--- src/rtl/sgpr_wr_arbiter_pkg.sv ---
// sgpr_wr_pkg: shared types and constants for the scalar register-file write
// arbiter.
//   state_t      write-port FSM states (LO/HI exist only for split 64-bit writes)
//   SGPR_ADDR_W  default SGPR write address width
//   SGPR_DATA_W  default SGPR write data width
//   pair_base()  even base address of a 64-bit register pair
package sgpr_wr_pkg;

    typedef enum logic [1:0] {IDLE, ONE, LO, HI} state_t;

    localparam int SGPR_ADDR_W = 8;
    localparam int SGPR_DATA_W = 64;

    // 64-bit pairs always start on an even SGPR; clear bit 0 of the address.
    function automatic logic [31:0] pair_base(input logic [31:0] addr);
        return {addr[31:1], 1'b0};
    endfunction

endpackage

--- src/rtl/sgpr_wr_arbiter_if.sv ---
// sgpr_wr_arbiter_if: bundle of NUM_REQ write requesters, packed per requester.
//   req_valid/req_ready  per-requester handshake (ready is a one-hot grant)
//   req_addr             requester i at [i*ADDR_W +: ADDR_W]
//   req_data             requester i at [i*DATA_W +: DATA_W]
//   req_is64             1 = 64-bit pair write
//   req_scc_we/req_scc   optional SCC update carried with the write
// master = requester side, slave = arbiter side.
interface sgpr_wr_arbiter_if
    import sgpr_wr_pkg::*;
#(
    parameter int NUM_REQ = 3,
    parameter int ADDR_W  = SGPR_ADDR_W,
    parameter int DATA_W  = SGPR_DATA_W
);
    logic [NUM_REQ-1:0]        req_valid;
    logic [NUM_REQ-1:0]        req_ready;
    logic [NUM_REQ*ADDR_W-1:0] req_addr;
    logic [NUM_REQ*DATA_W-1:0] req_data;
    logic [NUM_REQ-1:0]        req_is64;
    logic [NUM_REQ-1:0]        req_scc_we;
    logic [NUM_REQ-1:0]        req_scc;

    modport master (
        output req_valid, req_addr, req_data, req_is64, req_scc_we, req_scc,
        input  req_ready
    );

    modport slave (
        input  req_valid, req_addr, req_data, req_is64, req_scc_we, req_scc,
        output req_ready
    );
endinterface

--- src/rtl/sgpr_wr_arbiter_rr_arbiter.sv ---
// rr_arbiter: combinational round-robin picker.
//   req     request vector
//   ptr     highest-priority index this cycle (search wraps modulo NUM_REQ)
//   enable  0 forces gnt to zero
//   gnt     one-hot grant, or zero
module rr_arbiter #(
    parameter int NUM_REQ = 3,
    parameter int PTR_W   = (NUM_REQ > 1) ? $clog2(NUM_REQ) : 1
) (
    input  logic [NUM_REQ-1:0] req,
    input  logic [PTR_W-1:0]   ptr,
    input  logic               enable,
    output logic [NUM_REQ-1:0] gnt
);
    logic found;
    int   idx;

    always_comb begin
        gnt   = '0;
        found = 1'b0;
        idx   = 0;
        for (int k = 0; k < NUM_REQ; k++) begin
            idx = (int'(ptr) + k) % NUM_REQ;
            if (enable && !found && req[idx]) begin
                gnt[idx] = 1'b1;
                found    = 1'b1;
            end
        end
    end
endmodule

--- src/rtl/sgpr_wr_arbiter.sv ---
// sgpr_wr_arbiter: shares the scalar regFile write port between NUM_REQ
// producers with round-robin arbitration and a registered write port.
//   clock, reset   rising-edge clock, synchronous active-high reset
//   req            requester bundle (slave side)
//   w0/wv          regFile write select / value
//   en_w/en_64     write enable / 64-bit pair write
//   SCC_in/scc_we  SCC value and write strobe
//   err_misalign   1-cycle pulse: 64-bit request with odd address
// Build option SGPR_WR_SPLIT64_EN: 64-bit writes go out as two 32-bit beats
// (LO at the pair base, HI at base|1) and en_64 is never asserted.
module sgpr_wr_arbiter
    import sgpr_wr_pkg::*;
#(
    parameter int NUM_REQ = 3,
    parameter int ADDR_W  = SGPR_ADDR_W,
    parameter int DATA_W  = SGPR_DATA_W
) (
    input  logic              clock,
    input  logic              reset,
    sgpr_wr_arbiter_if.slave  req,
    output logic [ADDR_W-1:0] w0,
    output logic [DATA_W-1:0] wv,
    output logic              en_w,
    output logic              en_64,
    output logic              SCC_in,
    output logic              scc_we,
    output logic              err_misalign
);
    localparam int PTR_W = (NUM_REQ > 1) ? $clog2(NUM_REQ) : 1;

    state_t             state, state_nxt;
    logic [PTR_W-1:0]   ptr;
    logic [NUM_REQ-1:0] gnt;
    logic               can_accept, accept, split_beat;

    logic [PTR_W-1:0]   sel;
    logic [ADDR_W-1:0]  sel_addr, sel_base;
    logic [DATA_W-1:0]  sel_data, sel_lo32;
    logic               sel_is64, sel_scc_we, sel_scc;

`ifdef SGPR_WR_SPLIT64_EN
    logic [ADDR_W-1:0]  hi_addr;
    logic [31:0]        hi_data;
    logic               hi_scc_we, hi_scc;
`endif

    rr_arbiter #(.NUM_REQ(NUM_REQ), .PTR_W(PTR_W)) u_rr (
        .req    (req.req_valid),
        .ptr    (ptr),
        .enable (can_accept),
        .gnt    (gnt)
    );

    // Mux the granted requester's fields.
    always_comb begin
        sel        = '0;
        sel_addr   = '0;
        sel_data   = '0;
        sel_is64   = 1'b0;
        sel_scc_we = 1'b0;
        sel_scc    = 1'b0;
        for (int i = 0; i < NUM_REQ; i++) begin
            if (gnt[i]) begin
                sel        = PTR_W'(i);
                sel_addr   = req.req_addr[i*ADDR_W +: ADDR_W];
                sel_data   = req.req_data[i*DATA_W +: DATA_W];
                sel_is64   = req.req_is64[i];
                sel_scc_we = req.req_scc_we[i];
                sel_scc    = req.req_scc[i];
            end
        end
    end

    assign accept   = |gnt;
    assign sel_base = sel_is64 ? ADDR_W'(pair_base(32'(sel_addr))) : sel_addr;
    assign sel_lo32 = {{(DATA_W-32){1'b0}}, sel_data[31:0]};
`ifdef SGPR_WR_SPLIT64_EN
    assign split_beat = sel_is64;
`else
    assign split_beat = 1'b0;
`endif

    // FSM: state register
    always_ff @(posedge clock) begin
        if (reset) state <= IDLE;
        else       state <= state_nxt;
    end

    // FSM: next state
    always_comb begin
        state_nxt = IDLE;
        if (accept)            state_nxt = split_beat ? LO : ONE;
        else if (state == LO)  state_nxt = HI;
    end

    // FSM: outputs. The LO cycle blocks grants so the HI beat owns the next
    // cycle and the write port stays continuously busy.
    always_comb begin
        can_accept    = !reset && (state != LO);
        req.req_ready = gnt;
    end

    // Pointer and registered write port.
    always_ff @(posedge clock) begin
        if (reset) begin
            ptr          <= '0;
            w0           <= '0;
            wv           <= '0;
            en_w         <= 1'b0;
            en_64        <= 1'b0;
            SCC_in       <= 1'b0;
            scc_we       <= 1'b0;
            err_misalign <= 1'b0;
`ifdef SGPR_WR_SPLIT64_EN
            hi_addr      <= '0;
            hi_data      <= '0;
            hi_scc_we    <= 1'b0;
            hi_scc       <= 1'b0;
`endif
        end else begin
            en_w         <= 1'b0;
            en_64        <= 1'b0;
            scc_we       <= 1'b0;
            err_misalign <= 1'b0;
            if (accept) begin
                ptr          <= (sel == PTR_W'(NUM_REQ-1)) ? '0 : sel + 1'b1;
                en_w         <= 1'b1;
                w0           <= sel_base;
                err_misalign <= sel_is64 & sel_addr[0];
                if (split_beat) begin
                    // LO beat now; SCC waits for the HI (final) beat.
                    wv     <= sel_lo32;
                    SCC_in <= 1'b0;
`ifdef SGPR_WR_SPLIT64_EN
                    hi_addr   <= sel_base | ADDR_W'(1);
                    hi_data   <= sel_data[63:32];
                    hi_scc_we <= sel_scc_we;
                    hi_scc    <= sel_scc;
`endif
                end else begin
                    wv     <= sel_is64 ? sel_data : sel_lo32;
                    en_64  <= sel_is64;
                    scc_we <= sel_scc_we;
                    SCC_in <= sel_scc;
                end
            end
`ifdef SGPR_WR_SPLIT64_EN
            else if (state == LO) begin
                en_w   <= 1'b1;
                w0     <= hi_addr;
                wv     <= {{(DATA_W-32){1'b0}}, hi_data};
                scc_we <= hi_scc_we;
                SCC_in <= hi_scc;
            end
`endif
        end
    end
endmodule

--- src/flat_wrapper.sv ---
// flat-port wrapper written by rule: the top's interface ports become plain ports
module sgpr_wr_arbiter_flat import sgpr_wr_pkg::*;
#(
    parameter int NUM_REQ = 3,
    parameter int ADDR_W  = SGPR_ADDR_W,
    parameter int DATA_W  = SGPR_DATA_W
)
  (clock, reset, w0, wv, en_w, en_64, SCC_in, scc_we, err_misalign, req_req_valid, req_req_addr, req_req_data, req_req_is64, req_req_scc_we, req_req_scc, req_req_ready);
  sgpr_wr_arbiter_if #(.NUM_REQ(NUM_REQ), .ADDR_W(ADDR_W), .DATA_W(DATA_W)) req_i ();
  input  logic clock;
  input  logic reset;
  output logic [ADDR_W-1:0] w0;
  output logic [DATA_W-1:0] wv;
  output logic en_w;
  output logic en_64;
  output logic SCC_in;
  output logic scc_we;
  output logic err_misalign;
  input wire logic [$bits(req_i.req_valid)-1:0] req_req_valid;
  input wire logic [$bits(req_i.req_addr)-1:0] req_req_addr;
  input wire logic [$bits(req_i.req_data)-1:0] req_req_data;
  input wire logic [$bits(req_i.req_is64)-1:0] req_req_is64;
  input wire logic [$bits(req_i.req_scc_we)-1:0] req_req_scc_we;
  input wire logic [$bits(req_i.req_scc)-1:0] req_req_scc;
  output wire logic [$bits(req_i.req_ready)-1:0] req_req_ready;
  assign req_i.req_valid = req_req_valid;
  assign req_i.req_addr = req_req_addr;
  assign req_i.req_data = req_req_data;
  assign req_i.req_is64 = req_req_is64;
  assign req_i.req_scc_we = req_req_scc_we;
  assign req_i.req_scc = req_req_scc;
  assign req_req_ready = req_i.req_ready;
  sgpr_wr_arbiter #(.NUM_REQ(NUM_REQ), .ADDR_W(ADDR_W), .DATA_W(DATA_W)) u_core (.clock(clock), .reset(reset), .req(req_i), .w0(w0), .wv(wv), .en_w(en_w), .en_64(en_64), .SCC_in(SCC_in), .scc_we(scc_we), .err_misalign(err_misalign));
endmodule
--- config.mk ---
export PLATFORM = sky130hd
export DESIGN_NAME = sgpr_wr_arbiter_flat
export DESIGN_NICKNAME = d
export VERILOG_FILES = /design/src/rtl/sgpr_wr_arbiter_pkg.sv /design/src/rtl/sgpr_wr_arbiter_if.sv /design/src/rtl/sgpr_wr_arbiter_rr_arbiter.sv /design/src/rtl/sgpr_wr_arbiter.sv /design/src/flat_wrapper.sv
export SDC_FILE = /design/constraint.sdc
export NUM_CORES = 1
export LEC_CHECK = 0
export CAP_MARGIN = 10
export CELL_PAD_IN_SITES_DETAIL_PLACEMENT = 1
export CELL_PAD_IN_SITES_GLOBAL_PLACEMENT = 1
export CORE_UTILIZATION = 26
export DETAILED_ROUTE_END_ITERATION = 16
export PLACE_DENSITY_LB_ADDON = 0.1
export RECOVER_POWER = 50
export REMOVE_ABC_BUFFERS = 1
export SLEW_MARGIN = 20
export SYNTH_ARGS = -nofsm -noshare
export SYNTH_HDL_FRONTEND = slang
export SYNTH_SLANG_ARGS = --single-unit
--- constraint.sdc ---
create_clock -name clock -period 4.8 [get_ports clock]
set_input_delay 0.72 -clock clock [delete_from_list [all_inputs] [get_ports clock]]
set_output_delay 0.72 -clock clock [all_outputs]
set_load 0.02 [all_outputs]
=== Word-level counts from Yosys, hierarchy flattened ===
Cells that the tools add are included.

* Add/sub/neg operators: 3
* Divide/modulo/power cells: 3
* Magnitude comparators: 6
* Eq/ne operators: 3
* Muxes and demuxes: 43
* Bitwise logic cells: 4
* Reduce and logical (&&, ||, !) cells: 15

{| class="wikitable"
|+ Operators by type and width
! operator !! count
|-
| $mux W64 || 4
|-
| $ge A32 B1 Y1 const B || 3
|-
| $lt A32 B4 Y1 const B || 3
|-
| $mod A32 B3 Y32 const B || 2
|-
| $mod A3 B3 Y32 const B || 1
|-
| $mux W1 || 24
|-
| $mux W8 || 3
|-
| $logic_and A1 B1 Y1 || 9
|-
| $mux W3 || 3
|-
| $bmux W1 S2 || 3
|-
| $demux W1 S2 || 3
|-
| $mux W2 || 3
|-
| $or A3 B3 Y3 || 2
|-
| $eq A2 B2 Y1 const B || 2
|-
| $reduce_or A4 Y1 || 1
|-
| $add A2 B1 Y3 const B || 1
|-
| $add A2 B2 Y3 const B || 1
|-
| $logic_not A1 Y1 || 3
|-
| $reduce_or A3 Y1 || 1
|-
| $add A2 B1 Y2 const B || 1
|-
| $ne A2 B2 Y1 const B || 1
|-
| $reduce_or A2 Y1 || 1
|-
| $and A1 B1 Y1 || 1
|-
| $not A1 Y1 || 1
|}

* Flip-flop bits (word level): 81
* Input bits: 230
* Word-level logic and storage cells: 87

=== Logic depth before layout (Yosys ltp) ===
Gate-level depths: netlist of the first run.

* Depth in word-level cells: 18
* Depth in mapped cells: 12
* Mapped depth without buffers: 9

=== Cells and area by module ===
Synthesis of the first run repeated with hierarchy kept, for this count alone.

* Cells, all modules: 498
* Area total of the unflattened synthesis: 4,508.1 um^2

{| class="wikitable"
|+ By module, submodules not included
! module !! times used !! cells an instance !! area each (um^2) !! seq. area each (um^2)
|-
| sgpr_wr_arbiter || 1 || 463 || 4,256.6 || 1,621.6
|-
| rr_arbiter || 1 || 35 || 251.5 || 0.0
|}

=== Worst setup path after synthesis of the first run ===
No wires, ideal clock.

* Path type: register to output
* Start: reg u_core.ptr[0]
* End: out req_req_ready[2]
* Arrival time: 1.914 ns
* Slack: 2.166 ns
* Cell stages (with the launch flop): 9
* Buffers on the path: 1
* Cell sequence: dfxtp_1 > inv_1 > ha_1 > inv_2 > a2111oi_4 > a311oi_2 > or2_2 > inv_2 > buf_2

* Word-level cells in the longest chain between the ends: 14
* Elaborated cells on any way between the ends: 43
* Classes of those cells: add/sub: 2; div: 3; order compare: 6; mux: 20; bitwise: 2; reduce/logical: 10

{| class="wikitable"
|+ RTL lines
! what !! RTL line !! RTL
|-
| start: declaration || sgpr_wr_arbiter.sv:32 || <nowiki>logic [PTR_W-1:0] ptr;</nowiki>
|-
| start signal: assignment || sgpr_wr_arbiter.sv:126 || <nowiki>ptr <= (sel == PTR_W'(NUM_REQ-1)) ? '0 : sel + 1'b1;</nowiki>
|-
| branches (longest 13 deep; another with $mod A32 B3 Y32) || -- ||
|-
| $mux W3 * || sgpr_wr_arbiter_rr_arbiter.sv:24 || <nowiki>if (enable && !found && req[idx]) begin</nowiki>
|-
| end: declaration || flat_wrapper.sv:25 || <nowiki>output wire logic [$bits(req_i.req_ready)-1:0] req_req_ready;</nowiki>
|}

Every way passes the cells marked *. The select of a mux whose other input is x is not followed.

=== Final worst setup path of the first run ===
* Start: in req_req_valid[1]
* End: reg u_core.w0[0]

* Word-level cells in the longest chain between the ends: 17
* Elaborated cells on any way between the ends: 31
* Classes of those cells: mux: 21; bitwise: 2; reduce/logical: 8

{| class="wikitable"
|+ RTL lines
! what !! RTL line !! RTL
|-
| start: declaration || flat_wrapper.sv:19 || <nowiki>input wire logic [$bits(req_i.req_valid)-1:0] req_req_valid;</nowiki>
|-
| $bmux W1 S2 || sgpr_wr_arbiter_rr_arbiter.sv:24 ||
|-
| $mux W1 (implied by the code) (2 in series) || sgpr_wr_arbiter_rr_arbiter.sv:24 ||
|-
| $logic_and A1 B1 Y1 || sgpr_wr_arbiter_rr_arbiter.sv:24 ||
|-
| $mux W1 || sgpr_wr_arbiter_rr_arbiter.sv:24 ||
|-
| $logic_not A1 Y1 || sgpr_wr_arbiter_rr_arbiter.sv:24 ||
|-
| $logic_and A1 B1 Y1 (2 in series) || sgpr_wr_arbiter_rr_arbiter.sv:24 ||
|-
| $mux W1 || sgpr_wr_arbiter_rr_arbiter.sv:24 ||
|-
| $logic_not A1 Y1 || sgpr_wr_arbiter_rr_arbiter.sv:24 ||
|-
| $logic_and A1 B1 Y1 (2 in series) || sgpr_wr_arbiter_rr_arbiter.sv:24 ||
|-
| $mux W3 * || sgpr_wr_arbiter_rr_arbiter.sv:24 ||
|-
| $mux W8 or $mux W1 (tied branches) (3 in series) || sgpr_wr_arbiter.sv:63 || <nowiki>if (gnt[i]) begin</nowiki>
|-
| $mux W1 || sgpr_wr_arbiter.sv:75 || <nowiki>assign sel_base = sel_is64 ? ADDR_W'(pair_base(32'(sel_addr))) : sel_addr;</nowiki>
|-
| end signal: assignment || sgpr_wr_arbiter.sv:128 || <nowiki>w0 <= sel_base;</nowiki>
|-
| end: declaration || sgpr_wr_arbiter.sv:21 || <nowiki>output logic [ADDR_W-1:0] w0,</nowiki>
|}

Every way passes the cells marked *; elsewhere a longest branch is shown, timed or not. The select of a mux whose other input is x is not followed.
A chain may end at the register's enable or synchronous reset.

==> metrics.md, run 1 <==
| Metric | Value |
|---|---|
| Status | complete, no violations |
| Synth top cells by count | dfxtp_1, nor2_1, and2_1, a311oi_1, o2bb2ai_1 |
| PnR worst setup slack | 1010 ps |
| Cells along the critical path | clkdlybuf4s50_1, nand2_1, o22a_2, o2111ai_1, and3_2, clkbuf_2, and2_4, a221o_1 |
| Top_reg_cell synth | dfxtp_1 |
| Final Routed Wirelength | 20,000 um |
| I/O Pins | 310 |
| Die ar. | 17,400 um2 |
| Slew of the pin with the lowest slew margin | 1420 ps |
| CTS clock-pin slew for the worst setup and hold paths | 60 ps |
| Hold_ws | 459 ps |
| Synth-to-layout area growth | 79.2% |
| Setup Buffers After CTS | 0 |
| DRT Pass-1 Iters | 4 |
| Peak fanout along the critical path | 69 |
| # port buffers | 309 |
| ANT nets after route | 0 |
| Post-synth EDFFs | 0 |
| Most numerous cell in the Yosys netlist | dfxtp_1 |
| Finished Layout Cells | 997 |
| Register area share after synthesis | 0.370 |
| Placed cells | 981 |
| Number of cells upsized or downsized after cts | 0 |
| Post-synth top area share | 0.370 |
| Clock tree sinks | 81 |
| Fin crit share | 0.790 |
| Max VDD drop | 0.000207 V |
| Synth warnings | 0 |
| DRC | 0 |
| Core footprint | 16,500 um2 |
| Via-to-Cell Ratio | 5.27 |
| Minimum clock period | 3790 ps |
| 1st-iter DRT viols | 224 |
| Routability cong. | 0.841 |
| CP arrival | 4070 ps |
| Synth top area cells | dfxtp_1, a311oi_1, o2bb2ai_1 |
| Pwr Total | 2.88 mW |
| Worst min-delay path class | reg -> reg |
| DP HPWL | 13,900 um |
| Initial Util | 0.265 |
| Dpl ws | 1120 ps |
| Synthesized area | 4380 um2 |
| P_leak | 3.02 nW |
| Fmax | 264 MHz |
| CP Launch Type | input pin |
| Synth area leader | dfxtp_1 |
| TritonCTS Buffers | 9 |
| Die X | 132 um |
| RSZ-0062 raised after global routing | no |
| WL/cell | 20.1 um |
| Async set-reset flop share out of synthesis | 0 |
| Fill cells | 1,893 |
| Row cnt | 47 |
| Syn Inst Count | 496 |
| Fin util | 0.475 |
| Crit Path Class | in -> reg |
| Syn Area/Cell | 8.83 um2 |
| Cts hold-fix bufs | 0 |
| Grt total ovfl | 0 |
| Largest net degree at the start of global routing | 81 |
| Max stage delay cell, worst path | clkbuf_2 |
| DIE HEIGHT | 132 um |
| Initial antenna violation count | 0 |
| Vias in the first global route | 5,652 |
| Critical Path RT | 5080 ps |
| Synth Register Bits | 81 |
| CTS tree | done |
| Netlist cell types | 47 |
| Critical Path Sink Type | register |
| # nets final | 1,006 |
| Final setup violating endpoints | 0 |
| Crit-path max cell delay | 1040 ps |
| Worst skew pair latency | 340 ps |
| Via count | 5,254 |
| Setup skew after layout | 8.30 ps |
| Layout cells sized above 1 | 0.0515 |
| Final Max Slew Viols | 0 |
| CTS Buffer Depth | 2 |
| Power density cells | 367 nW/um2 |
| Max-cap violations | 0 |
| Ant diodes | 0 |
| Endpoints failing hold | 0 |
| Clock root buffer | clkbuf_16 |
| Tot GR Track Use | 0.227 |
| Slew headroom | 0.0548 |
| First-pass GRT wire length | 31,100 um |
| H-tree levels | 3 |
## critical path: cells and delay by family
kind	cells	cell delay (ps)
AO/OA/AOI/OAI	3	630
AND/OR/NAND/NOR	3	1060
buffers and inverters	2	1640
## registers in the layout, summed over array words and instances (netlist names)
name	cells
u_core.w0	8
u_core.ptr	2
u_core.en_w	1
u_core.wv	64
u_core.err_misalign	1
u_core.SCC_in	1
u_core.en_64	1
u_core.scc_we	1
u_core.state	2
## placed cells by master, fill, tap and decap left out, types with 32 or more instances in the layout
| master | Yosys | final |
|---|---|---|
| a32oi_1 | 32 | 32 |
| a311oi_1 | 40 | 40 |
| dfxtp_1 | 81 | 81 |
| a2bb2oi_1 | 32 | 32 |
| nand2_1 | 38 | 38 |
| and2_1 | 41 | 41 |
| o2bb2ai_1 | 40 | 40 |
| nor2_1 | 45 | 45 |
| dlygate4sd3_1 | 0 | 78 |
| clkdlybuf4s50_1 | 0 | 231 |
## final cells by class
type | count | area (um2) | area share
repair buffers | 318 | 3160 | 0.402
multi-input cells | 352 | 2440 | 0.311
flip-flops and latches | 81 | 1620 | 0.207
well taps | 220 | 275 | 0.0351
clock buffers | 12 | 267 | 0.0340
clock inverters | 4 | 48.8 | 0.00622
inverters | 10 | 37.5 | 0.00478
## metrics by stage
step / TNS (ps) / area (um2)
floorplan: -3110 / 4090
global placement: 0 / 7530
detailed placement: 0 / 7530
CTS: 0 / 7850
global route: 0 / 7850
finish: 0 / 7850
## logic make-up after synthesis
family | share of synthesized area
buf+inv | 0.0757
mux | 0.00457
simple gates | 0.158
compound gates | 0.380
flops | 0.370
fa+ha+maj | 0.0114
## metal layers
layer	up-vias	part of all wire	global-route usage
met1	2576	0.41	0.254
met5	-	0	0
li1	2465	-	-
met4	0	0.027	0.0879
met2	183	0.51	0.415
met3	30	0.053	0.0504
## final timing paths
path	startpoint	to	slack (ps)	depth (start not counted)
worst min-delay path	u_core.wv[17]$_SDFFE_PP0P_	u_core.wv[17]$_SDFFE_PP0P_	460	1
worst max register to register	u_core.ptr[0]$_SDFFE_PP0P_	u_core.w0[0]$_SDFFE_PP0P_	1070	9
worst max-delay path	req_req_valid[1]	u_core.w0[0]$_SDFFE_PP0P_	1010	8
worst min register to register	u_core.wv[17]$_SDFFE_PP0P_	u_core.wv[17]$_SDFFE_PP0P_	460	1
## where the power goes
| group | internal (mW) | leakage, nW | switching [mW] |
|---|---|---|---|
| logic | 0.573 | 2.19 | 0.641 |
| registers | 0.837 | 0.671 | 0.0816 |
| clock network | 0.447 | 0.159 | 0.300 |
Note: power is estimated with default switching activity, not from simulation.
==> run 2, diff against run 1 <==
--- a/config.mk
+++ b/config.mk
@@ -8,7 +8,7 @@
 export CAP_MARGIN = 10
 export CELL_PAD_IN_SITES_DETAIL_PLACEMENT = 1
 export CELL_PAD_IN_SITES_GLOBAL_PLACEMENT = 1
-export CORE_UTILIZATION = 26
+export CORE_UTILIZATION = 24
 export DETAILED_ROUTE_END_ITERATION = 16
 export PLACE_DENSITY_LB_ADDON = 0.1
 export RECOVER_POWER = 50
==> constraint.sdc (replaced) <==
create_clock -name clock -period 3.65 [get_ports clock]
set_input_delay 0.5475 -clock clock [delete_from_list [all_inputs] [get_ports clock]]
set_output_delay 0.5475 -clock clock [all_outputs]
set_load 0.02 [all_outputs]
==> run 2 against run 1 <==
  * First-iteration DRC count increased by 9.4%
  * Largest cell class unchanged
  * Highest routed layer is now met5
  * Routed wire length increased by 2.8%
  * Via count increased by 0.88%
  * Sequential cell count unchanged
  * Worst setup slack got worse by 790 ps
  * Critical path depth unchanged
  * Clock power increased by 39%
  * Core utilization decreased by 3.2 points
  * Final cell count increased by 1.3%
==> metrics.md, run 2 (synthesis results as in run 1) <==
| Metric | Value |
|---|---|
| RSZ-0062 raised after global routing | no |
| # nets final | 1,010 |
| Worst min-delay path class | reg -> reg |
| Reg2reg setup slack | 260 ps |
| Slew headroom | 0.238 |
| Via count | 5,300 |
| Endpoints failing hold | 0 |
| Core footprint | 17,900 um2 |
| Dpl ws | 265 ps |
| Die X | 137 um |
| Design Area, Final | 7920 um2 |
| Layout cells sized above 1 | 0.0551 |
| Final Max Slew Viols | 0 |
| Largest register FFs | 64 |
| Pwr Total | 3.87 mW |
| CTS clock-pin slew for the worst setup and hold paths | 70 ps |
| Grt total ovfl | 0 |
| Fmax | 292 MHz |
| WL/cell | 20.4 um |
| Ant diodes | 0 |
| Die ar. | 18,800 um2 |
| Slew of the pin with the lowest slew margin | 1140 ps |
| # port buffers | 309 |
| Cts hold-fix bufs | 0 |
| Routability cong. | 0.832 |
| Max VDD drop | 0.000230 V |
| Clock tree sinks | 81 |
| CP Launch Type | register |
| DRT Pass-1 Iters | 5 |
| Power density cells | 488 nW/um2 |
| Synth-to-layout area growth | 80.9% |
| Status | complete, no violations |
| Largest net degree at the start of global routing | 81 |
| Via-to-Cell Ratio | 5.25 |
| CTS tree | done |
| Regs by FF count | u_core.wv: 64 flops, u_core.w0: 8 flops |
| Commonest non-fill, non-tap cell in the layout | clkdlybuf4s50_1 |
| Vias in the first global route | 5,544 |
| Setup Buffers After CTS | 0 |
| 1st-iter DRT viols | 245 |
| Initial antenna violation count | 2 |
| Critical Path RT | 3100 ps |
| P_leak | 3.04 nW |
| CP arrival | 2880 ps |
| Worst hold stages | 1 |
| TritonCTS Buffers | 9 |
| DIE HEIGHT | 137 um |
| Final Routed Wirelength | 20,600 um |
| ANT nets after route | 0 |
| DP HPWL | 14,900 um |
| Worst Reg-to-Reg Cells | 10 |
| DP Area | 7590 um2 |
| Clock root buffer | clkbuf_16 |
| R2R Path End | u_core.wv[47]$_SDFFE_PP0P_ |
| Fin crit share | 0.939 |
| Largest Register | u_core.wv |
| R2r startpoint | u_core.ptr[1]$_SDFFE_PP0P_ |
| Setup skew after layout | 11.4 ps |
| Worst skew pair latency | 350 ps |
| Cells along the critical path | inv_1, ha_1, mux2i_1, o22a_2, o21ai_0, or2_2, inv_2, clkdlybuf4s50_1 |
| Minimum clock period | 3430 ps |
| DRC | 0 |
| Critical Path Sink Type | output port |
| Max-cap violations | 0 |
| Initial Util | 0.245 |
| Crit-path max cell delay | 620 ps |
| CTS Buffer Depth | 2 |
| Crit Path Class | reg -> out |
| Tot GR Track Use | 0.216 |
| I/O Pins | 310 |
| Hold_ws | 461 ps |
| Most frequent cells in the layout | clkdlybuf4s50_1, dfxtp_1, dlygate4sd3_1 |
| Peak fanout along the critical path | 5 |
| Fin util | 0.443 |
| H-tree levels | 3 |
| First-pass GRT wire length | 30,600 um |
| Hold Path Sink | u_core.wv[6]$_SDFFE_PP0P_ |
| Max stage delay cell, worst path | clkdlybuf4s50_1 |
| Row cnt | 49 |
| Hold path start | u_core.wv[6]$_SDFFE_PP0P_ |
| PnR worst setup slack | 221 ps |
| Final setup violating endpoints | 0 |
run 2: cell types whose count changed in the layout (fill, tap and decap cells not counted), moves of 2 or more:
cell,previous run,this run
buf_4,8,10
bufinv_16,1,3
clkbuf_8,3,0
clkbuf_1,0,2
run 2: worst max path at each step:
stage / start / depth (start not counted) / to
after floorplan: u_core.ptr[0]$_SDFFE_PP0P_ / 9 / u_core.wv[46]$_SDFFE_PP0P_
after global placement: req_req_valid[1] / 6 / req_req_ready[2]
after detailed placement: req_req_valid[2] / 7 / req_req_ready[2]
after CTS: u_core.ptr[1]$_SDFFE_PP0P_ / 8 / req_req_ready[2]
after global routing: u_core.ptr[0]$_SDFFE_PP0P_ / 8 / req_req_ready[2]
final: u_core.ptr[0]$_SDFFE_PP0P_ / 8 / req_req_ready[2]
run 2: per-layer routing:
| metal | up-vias | routed length [um] | GRT usage | part of all wire |
|---|---|---|---|---|
| li1 | 2464 | - | - | - |
| met1 | 2627 | 8120 | 0.247 | 0.39 |
| met2 | 167 | 10800 | 0.384 | 0.52 |
| met3 | 40 | 1060 | 0.0478 | 0.051 |
| met4 | 2 | 649 | 0.0952 | 0.032 |
| met5 | - | 12 | 0 | 0.00058 |
run 2: metrics by stage:
stage                     cells  TNS (ps)
after floorplan             443    -70520
after global placement      994         0
after detailed placement    994         0
after CTS                  1010         0
after global routing       1010         0
final                      1010         0
run 2: critical path, delay by kind of cell (launching register included):
kind / cells / cell delay, ps
fa+ha+maj: 1 / 260
compound gates: 2 / 400
mux: 1 / 340
simple gates: 1 / 350
buf+inv: 3 / 870
flops: 1 / 330
run 2: repair_timing:
action                                 in CTS  in global routing
setup endpoints to repair                   0                  1
gates resized for setup                     0                  1
endpoints found under the hold margin       0                  0
run 2: layout make-up:
type	instances	area, um2
fillers	2031	9980
repair buffers	322	3200
multi-input cells	352	2440
flip-flops and latches	81	1620
well taps	229	287
clock buffers	11	233
clock inverters	5	104
inverters	10	37.5
run 2: power by group:
group	switching, mW	leakage, nW	internal [mW]	total (mW)
combinational	0.853	2.21	0.762	1.62
sequential	0.110	0.671	1.10	1.21
clock	0.374	0.164	0.669	1.04
==> run 3, diff against run 2 <==
--- a/config.mk
+++ b/config.mk
@@ -5,10 +5,11 @@
 export SDC_FILE = /design/constraint.sdc
 export NUM_CORES = 1
 export LEC_CHECK = 0
-export CAP_MARGIN = 10
+export CAP_MARGIN = 20
 export CELL_PAD_IN_SITES_DETAIL_PLACEMENT = 1
 export CELL_PAD_IN_SITES_GLOBAL_PLACEMENT = 1
 export CORE_UTILIZATION = 24
+export CTS_CLUSTER_DIAMETER = 200
 export DETAILED_ROUTE_END_ITERATION = 16
 export PLACE_DENSITY_LB_ADDON = 0.1
 export RECOVER_POWER = 50
==> results of run 3 <==
Same layout as run 2: the final DEF is identical, and so are final timing and power.
